[src/rtl/instr_fetch.sv]
// instr_fetch: two-state (IDLE/WAIT) instruction fetch unit with PC, IR and pending-branch tracking.
// Define FETCH_TIMEOUT_EN to abort fetches that wait TIMEOUT_CYC cycles without an ack.
module instr_fetch #(
    parameter logic [15:0] RESET_PC    = 16'h0000,
    parameter int          TIMEOUT_CYC = 16
) (
    input  logic        clk,
    input  logic        rst_f,
    input  logic        fetch_go,
    input  logic        br_load,
    input  logic [15:0] br_addr,
    input  logic [31:0] imem_rdata,
    input  logic        imem_ack,
    output logic        imem_req,
    output logic [15:0] imem_addr,
    output logic [31:0] ir,
    output logic        ir_valid,
    output logic [15:0] pc,
    output logic        busy,
    output logic        fetch_fault
);
    typedef enum logic {IDLE, WAIT} state_t;
    state_t      r_state, w_state_nxt;
    logic        r_imem_req, r_ir_valid, r_fault, r_br_pend;
    logic [15:0] r_imem_addr, r_pc, r_br_addr;
    logic [31:0] r_ir;
    logic        w_ack, w_timeout, w_take_br;
    logic [15:0] w_br_tgt;

    assign w_ack     = (r_state == WAIT) && imem_ack;
    assign w_take_br = br_load || r_br_pend;
    assign w_br_tgt  = br_load ? br_addr : r_br_addr;

`ifdef FETCH_TIMEOUT_EN
    logic [15:0] r_cnt;
    // An ack in the final counted cycle takes priority over the timeout.
    assign w_timeout = (r_state == WAIT) && !imem_ack && (r_cnt == 16'(TIMEOUT_CYC - 1));
    always_ff @(posedge clk or negedge rst_f) begin
        if (!rst_f) r_cnt <= '0;
        else        r_cnt <= (r_state == WAIT && !w_ack && !w_timeout) ? r_cnt + 16'd1 : '0;
    end
`else
    assign w_timeout = 1'b0;
`endif

    always_ff @(posedge clk or negedge rst_f) begin
        if (!rst_f) r_state <= IDLE;
        else        r_state <= w_state_nxt;
    end

    always_comb begin
        w_state_nxt = r_state;
        if (r_state == IDLE && fetch_go) w_state_nxt = WAIT;
        if (w_ack || w_timeout)          w_state_nxt = IDLE;
    end

    always_ff @(posedge clk or negedge rst_f) begin
        if (!rst_f) begin
            r_imem_req  <= 1'b0;
            r_imem_addr <= '0;
            r_ir        <= '0;
            r_ir_valid  <= 1'b0;
            r_fault     <= 1'b0;
            r_pc        <= RESET_PC;
            r_br_pend   <= 1'b0;
            r_br_addr   <= '0;
        end else begin
            r_ir_valid <= w_ack;
            r_fault    <= w_timeout;
            if (r_state == IDLE) begin
                if (br_load) r_pc <= br_addr;
                if (fetch_go) begin
                    r_imem_req  <= 1'b1;
                    r_imem_addr <= br_load ? br_addr : r_pc;
                end
            end else begin
                if (w_ack) begin
                    r_ir <= imem_rdata;
                    r_pc <= w_take_br ? w_br_tgt : r_pc + 16'd1;
                end
                if (w_timeout) r_ir <= '0;
                if (w_ack || w_timeout) begin
                    r_imem_req <= 1'b0;
                    r_br_pend  <= 1'b0;
                end else if (br_load) begin
                    r_br_pend <= 1'b1;
                    r_br_addr <= br_addr;
                end
            end
        end
    end

    assign imem_req    = r_imem_req;
    assign imem_addr   = r_imem_addr;
    assign ir          = r_ir;
    assign ir_valid    = r_ir_valid;
    assign pc          = r_pc;
    assign busy        = (r_state == WAIT);
    assign fetch_fault = r_fault;
endmodule

[config.mk]
export PLATFORM = sky130hd
export DESIGN_NAME = instr_fetch
export DESIGN_NICKNAME = d
export VERILOG_FILES = /design/src/rtl/instr_fetch.sv
export SDC_FILE = /design/constraint.sdc
export NUM_CORES = 1
export LEC_CHECK = 0
export CORE_MARGIN = 1.5
export CORE_UTILIZATION = 42
export DETAILED_ROUTE_END_ITERATION = 7
export HOLD_SLACK_MARGIN = 0.05
export PLACE_DENSITY = 0.8
export REMOVE_ABC_BUFFERS = 1
export SLEW_MARGIN = 10
export SYNTH_ARGS = -nofsm -noshare
export SYNTH_HDL_FRONTEND = slang
export SYNTH_SLANG_ARGS = --single-unit
[constraint.sdc]
create_clock -name clk -period 1.5 [get_ports clk]
set_input_delay 0.45 -clock clk [delete_from_list [all_inputs] [get_ports clk]]
set_output_delay 0.45 -clock clk [all_outputs]
set_load 0.01 [all_outputs]
==> impl_metrics.json, run 1 <==
{
  "status": "finished, violations left",
  "violations": "negative setup slack",
  "io_buffers": 119,
  "reg2reg_from": "pc[0]$_DFFE_PN0N_",
  "synthCells": 308,
  "antenna_found_initial": 0,
  "dpl.hpwl_mm": 7.28,
  "pwr_density_cell_nw_per_um2": 1380,
  "crit_arrival_ns": 1.80,
  "cts_tree": "yes",
  "rr_endpoint": "pc[14]$_DFFE_PN0N_",
  "die-height_um": 97.6,
  "syn_avg_cell_area_um2": 12.2,
  "period_share_pct": 105,
  "yosys_warnings": 0,
  "post_drt_wl_per_cell_um": 18.3,
  "grt_pass1_wl_mm": 17.7,
  "gp_congestion": 0.873,
  "synth.cell_area_um2": 3760,
  "fin_ws_ns": -0.0754,
  "post_dp_cell_area_um2": 5390,
  "cts.sinks": 84,
  "dr_total_vias": 3414,
  "ir_drop_mv": 0.636,
  "clock.fmax_mhz": 635,
  "slowest_delay_ns": 0.39,
  "synth_area_leader_cell": "dfrtp_1",
  "diodes": 0,
  "worst_clock_skew_ns": 0.0171,
  "hold_path_class": "reg2reg",
  "rows": 34,
  "drtIter0Drc": 228,
  "dieArea_um2": 9530,
  "drc": 0,
  "die_width_um": 97.6,
  "yosysTopAreaCellShare_pct": 55.9,
  "routed_wl_mm": 11.3,
  "clk_latency_ns": 0.36,
  "clockBufferDepth": 2,
  "cp-start-kind": "flip-flop",
  "cp-startpoint": "pc[0]$_DFFE_PN0N_",
  "grt-ovfl-total": 0,
  "r2r_cells": 7,
  "cp.required_ns": 1.72,
  "maxSlewViolCount": 0,
  "hold_violations": 0,
  "ant_nets": 0,
  "drtPass1Iterations": 5,
  "cpMaxStageDelayCell": "dfrtp_1",
  "leakagePower_nw": 2.73,
  "critPathCaptureType": "flip-flop",
  "cts-root-buf": "clkbuf_8",
  "finalSetupTns_ns": -0.316,
  "htreeDepth": 3,
  "syn_to_final_growth_pct": 60.1,
  "fin_nets": 557,
  "post-route-min-period_ns": 1.58,
  "critPathMaxFanout": 5,
  "seq_area_frac_synth_pct": 55.9,
  "design_area_um2": 6020,
  "critPathKind": "reg2reg",
  "maxCapViolCount": 0,
  "yosys_register_bits": 84,
  "drive_gt1_share_pct": 35.2,
  "cp_cell_sequence": "buf_6, ha_4, and3_4, nand3_4, nor3_4, mux2i_1, a211oi_2",
  "core_um2": 8680,
  "synth.distinct_cells": 40,
  "cts.reportedPaths.clkPinSlew_ns": 0.09,
  "io-pin-count": 121,
  "nFillCells": 604,
  "setup_viol_count_final": 7,
  "grt_max_degree": 26,
  "pre_cts_ws_ns": -0.611,
  "via_per_inst": 5.54,
  "rsz0062_at_grt": "true",
  "initial_core_util_pct": 43.3,
  "grt_pass1_vias": 3590,
  "cts-buffers-inserted": 9,
  "cp-endpoint": "pc[14]$_DFFE_PN0N_",
  "final_util_pct": 69.4,
  "gr-usage-all-layers_pct": 23.2,
  "rrSetupSlack_ns": -0.08,
  "synth_area_leaders": "dfrtp_1 (56%), mux2_2 (11%), mux2i_1 (5.1%)"
}
## synthesized netlist by cell type (all sizes together)
library cell,n
xnor2,4
mux2,48
nand4,4
nand2,29
nor2,11
xor2,5
a221o,1
a31oi,2
a22oi,1
a21oi,7
and2,1
ha,1
nor3,5
o211ai,1
inv,5
clkbuf,7
o21ai,30
mux2i,19
nand3,7
dfrtp,84
conb,1
buf,11
a211oi,3
and3,3
a221oi,2
nand2b,2
or2,1
o22ai,7
a222oi,6
## metrics by stage
step | power, W | std cells | hold WS (ns)
final | 0.00833 | 616 | 0.486
after global routing | 0.00875 | 616 | 0.518
after CTS | 0.00802 | 602 | 0.486
after detailed placement | 0.00609 | 564 | 0.373
after global placement | 0.00598 | 564 | 0.362
after floorplan | 0.00437 | 290 | 0.154
## worst min-delay path by stage
stage	end	cells past startpoint	slack (ns)	start
finish	imem_addr[2]$_DFFE_PN0P_	2	0.49	imem_addr[2]$_DFFE_PN0P_
global route	imem_addr[2]$_DFFE_PN0P_	2	0.52	imem_addr[2]$_DFFE_PN0P_
CTS	imem_addr[2]$_DFFE_PN0P_	2	0.49	imem_addr[2]$_DFFE_PN0P_
detailed placement	imem_addr[9]$_DFFE_PN0P_	1	0.37	rst_f
global placement	imem_addr[8]$_DFFE_PN0P_	1	0.36	rst_f
floorplan	busy$_DFFE_PN0P_	0	0.15	rst_f
## sequential cells by signal (all words and copies together), names as in the netlist
signal,count
r_br_addr,16
r_br_pend,1
imem_req,1
ir_valid,1
pc,16
busy,1
ir,32
imem_addr,16
## metal layers
layer  routed length (µm)  vias to the layer above  GRT usage, %
met2                 5430                      206          38.6
met1                 4460                     1667          28.5
met4                  333                        0          9.67
met5                    0                        -             0
met3                 1070                       32          6.47
li1                     -                     1509             -
## cells in the final DEF, fill, tap and decap left out, types with 5 or more instances in the layout
master           netlist  routed
a21oi_1                7       5
a222oi_1               6       6
buf_4                  3      73
buf_6                  2       7
clkbuf_8               0      10
clkdlybuf4s15_1        0      46
clkdlybuf4s50_1        0      49
dfrtp_1               84      81
dlygate4sd2_1          0      18
mux2_2                38      38
mux2_4                10      10
mux2i_1               19      19
nand2_1               28      26
nor2_1                11      10
o21ai_0               27      21
o21ai_1                3       7
o22ai_1                7       7
xor2_1                 5       5
## cells by family after synthesis
family / count (synthesis) / synth area share (%)
DFF: 84 / 55.9
muxes: 67 / 20.4
and+or+nand+nor: 63 / 8.18
AOI/OAI and AO/OA: 60 / 9.75
buffers and inverters: 23 / 3.23
xor gates and xnor gates: 9 / 2.10
adders and majority gates: 1 / 0.333
other: 1 / 0.0997
## report_power, final
group / internal, W / switching (W)
Sequential: 0.00285 / 0.000346
Clock: 0.00116 / 0.000866
Combinational: 0.00173 / 0.00138
## worst max-delay path, delay by kind of cell, from the launching register on
family	cells	cell delay, ns
mux	1	0.23
simple gates	3	0.45
fa+ha+maj	1	0.13
flops	1	0.39
buf+inv	1	0.13
compound gates	1	0.11
## timing repair
action / 4_1_cts / 5_1_grt
gates resized for setup: 98 / 71
setup endpoints to repair: 135 / 103
pin swaps: 11 / 11
cloned: 1 / 0
hold endpoints to repair: 18 / 0
hold buffers: 1 / 0
setup buffers: 20 / 14
## cell type report
cell class / count / area [µm²] / share of cell area (%)
flip-flops and latches: 84 / 2110 / 35.0
repair buffers: 201 / 1840 / 30.6
multi-input cells: 202 / 1670 / 27.8
clock buffers: 11 / 141 / 2.35
well taps: 108 / 135 / 2.24
clock inverters: 5 / 108 / 1.79
inverters: 5 / 18.8 / 0.312
(Power assumes the default switching activity.)
==> inputs of run 2 (changes only) <==
CELL_PAD_IN_SITES_DETAIL_PLACEMENT = 1   (was not set)
CELL_PAD_IN_SITES_GLOBAL_PLACEMENT = 1   (was not set)
CORE_UTILIZATION = 32   (was 42)
PLACE_DENSITY = 0.78   (was 0.8)
==> impl_metrics.json, run 2 (synthesis gave the netlist of run 1 again) <==
{
  "status": "finished, violations left",
  "violations": "negative setup slack",
  "drtPass1Iterations": 5,
  "cts.reportedPaths.clkPinSlew_ns": 0.06,
  "cp_num_cells": 7,
  "cts-root-buf": "clkbuf_16",
  "drtIter0Drc": 137,
  "cts.sinks": 84,
  "antenna_found_initial": 0,
  "diodes": 0,
  "combPwrFrac_pct": 34.1,
  "power_switching_w": 0.00257,
  "reg2reg_from": "pc[1]$_DFFE_PN0N_",
  "slowest_delay_ns": 0.38,
  "cp_top_family": "simple AND/OR/NAND/NOR gates",
  "final_util_pct": 52.3,
  "rows": 39,
  "clock.fmax_mhz": 626,
  "rr_endpoint": "pc[14]$_DFFE_PN0N_",
  "maxCapViolCount": 0,
  "final_common_cell": "dfrtp_1",
  "grt_use_met2_pct": 33.7,
  "clockBufferDepth": 2,
  "fin_nets": 541,
  "final_cell_mix": "dfrtp_1 (81), buf_4 (58), clkdlybuf4s50_1 (49)",
  "htreeDepth": 3,
  "share_clk_of_total_power_pct": 27.7,
  "period_share_pct": 107,
  "rsz0062_at_grt": "true",
  "clk_latency_ns": 0.35,
  "pwr_density_cell_nw_per_um2": 1420,
  "critPathMaxFanout": 5,
  "grt-ovfl-total": 0,
  "ant_nets": 0,
  "cp-start-kind": "flip-flop",
  "maxSlewViolCount": 0,
  "use_met3_pct": 6.91,
  "cp-startpoint": "pc[1]$_DFFE_PN0N_",
  "dr_total_vias": 3224,
  "cts-buffers-inserted": 9,
  "ir_drop_mv": 0.767,
  "critPathCaptureType": "flip-flop",
  "critPathKind": "reg2reg",
  "worst_clock_skew_ns": 0.00816,
  "core_um2": 11400,
  "die-height_um": 111,
  "fin_ws_ns": -0.0979,
  "initial_core_util_pct": 32.9,
  "post_drt_wl_per_cell_um": 18.1,
  "drive_gt1_share_pct": 33.2,
  "drc": 0,
  "grt_pass1_wl_mm": 18.6,
  "r2r_cells": 7,
  "post-route-min-period_ns": 1.60,
  "dpl.hpwl_mm": 8.26,
  "grt_pass1_vias": 3596,
  "largest_reg_flops": 32,
  "gp_congestion": 0.780,
  "share_seq_of_total_power_pct": 38.2,
  "hold_path_class": "reg2reg",
  "via_per_inst": 5.09,
  "gr-usage-all-layers_pct": 19.1,
  "grt_max_degree": 30,
  "io_buffers": 119,
  "critPathBufInv": 1,
  "globalRouteMet1Util_pct": 21.2,
  "setup_viol_count_final": 8,
  "p_sw_share_pct": 30.4,
  "leakagePower_nw": 2.70,
  "cp_cell_sequence": "buf_6, ha_4, and3_4, nand3_4, nor3_4, mux2i_1, a211oi_1",
  "p_int_w": 0.00588,
  "io-pin-count": 121,
  "routed_wl_mm": 11.5,
  "cpMaxStageDelayCell": "dfrtp_1",
  "cts_tree": "yes",
  "cp-endpoint": "pc[14]$_DFFE_PN0N_",
  "cp.required_ns": 1.73,
  "rrSetupSlack_ns": -0.1,
  "syn_to_final_growth_pct": 58.8,
  "crit_arrival_ns": 1.83,
  "die_width_um": 111,
  "dieArea_um2": 12400,
  "top_usage_layer": "met2",
  "finalPower_w": 0.00846,
  "hold_violations": 0
}
-- run 2: worst min path at each step --
| stage | from | end | slack (ns) | depth (start not counted) |
|---|---|---|---|---|
| floorplan | rst_f | busy$_DFFE_PN0P_ | 0.15 | 0 |
| detailed placement | rst_f | imem_addr[13]$_DFFE_PN0P_ | 0.38 | 1 |
| finish | imem_addr[7]$_DFFE_PN0P_ | imem_addr[7]$_DFFE_PN0P_ | 0.48 | 2 |
| global route | imem_addr[11]$_DFFE_PN0P_ | imem_addr[11]$_DFFE_PN0P_ | 0.51 | 2 |
| CTS | imem_addr[7]$_DFFE_PN0P_ | imem_addr[7]$_DFFE_PN0P_ | 0.48 | 2 |
| global placement | rst_f | imem_addr[13]$_DFFE_PN0P_ | 0.37 | 1 |
-- run 2: power groups by stage --
stage | sequential [W] | clock, W | combinational [W]
4_1_cts | 0.00323 | 0.00241 | 0.00281
3_3_place_gp | 0.00325 | 0 | 0.00284
3_5_place_dp | 0.00328 | 0 | 0.00293
5_1_grt | 0.00331 | 0.00249 | 0.00311
2_1_floorplan | 0.00349 | 0 | 0.000876
6_report | 0.00323 | 0.00234 | 0.00288
-- run 2: layer usage --
metal / routed length [µm] / vias to the layer above / share of wire, %
li1: - / 1465 / -
met1: 4480 / 1638 / 39
met2: 5970 / 102 / 52
met3: 824 / 19 / 7.2
met4: 217 / 0 / 1.9
met5: 0 / - / 0
-- run 2: tightest hold or removal path: stages (launching register included) --
cell	delay [ns]
dfrtp_1	0.34
nand2_1	0.04
o21ai_0	0.06
-- run 2: per-stage QoR --
step / worst slack (ns) / cells / area (µm²) / setup TNS, ns / hold slack, ns
finish: -0.0979 / 634 / 5970 / -0.456 / 0.476
global route: -0.213 / 634 / 5970 / -1.56 / 0.506
CTS: -0.0614 / 628 / 5890 / -0.129 / 0.483
detailed placement: -0.651 / 604 / 5490 / -35.68 / 0.375
global placement: -0.552 / 604 / 5490 / -33.14 / 0.373
floorplan: -0.267 / 290 / 3660 / -8.37 / 0.154
-- run 2: layout make-up --
type,count,area (µm²)
fill,1230,5450
tap,143,179
clock inverter,4,75.1
clock buffer,11,233
multi-input combinational,201,1660
timing repair buffer,186,1700
sequential,84,2110
inverter,5,18.8
-- run 2: repair_timing --
item                       CTS  global route
buffers inserted             9             7
hold endpoints to repair    19             0
setup endpoints to repair  126            43
hold buffers                 1             0
gates resized for setup    117            29
pin swaps                    5            11
gates cloned                 0             0
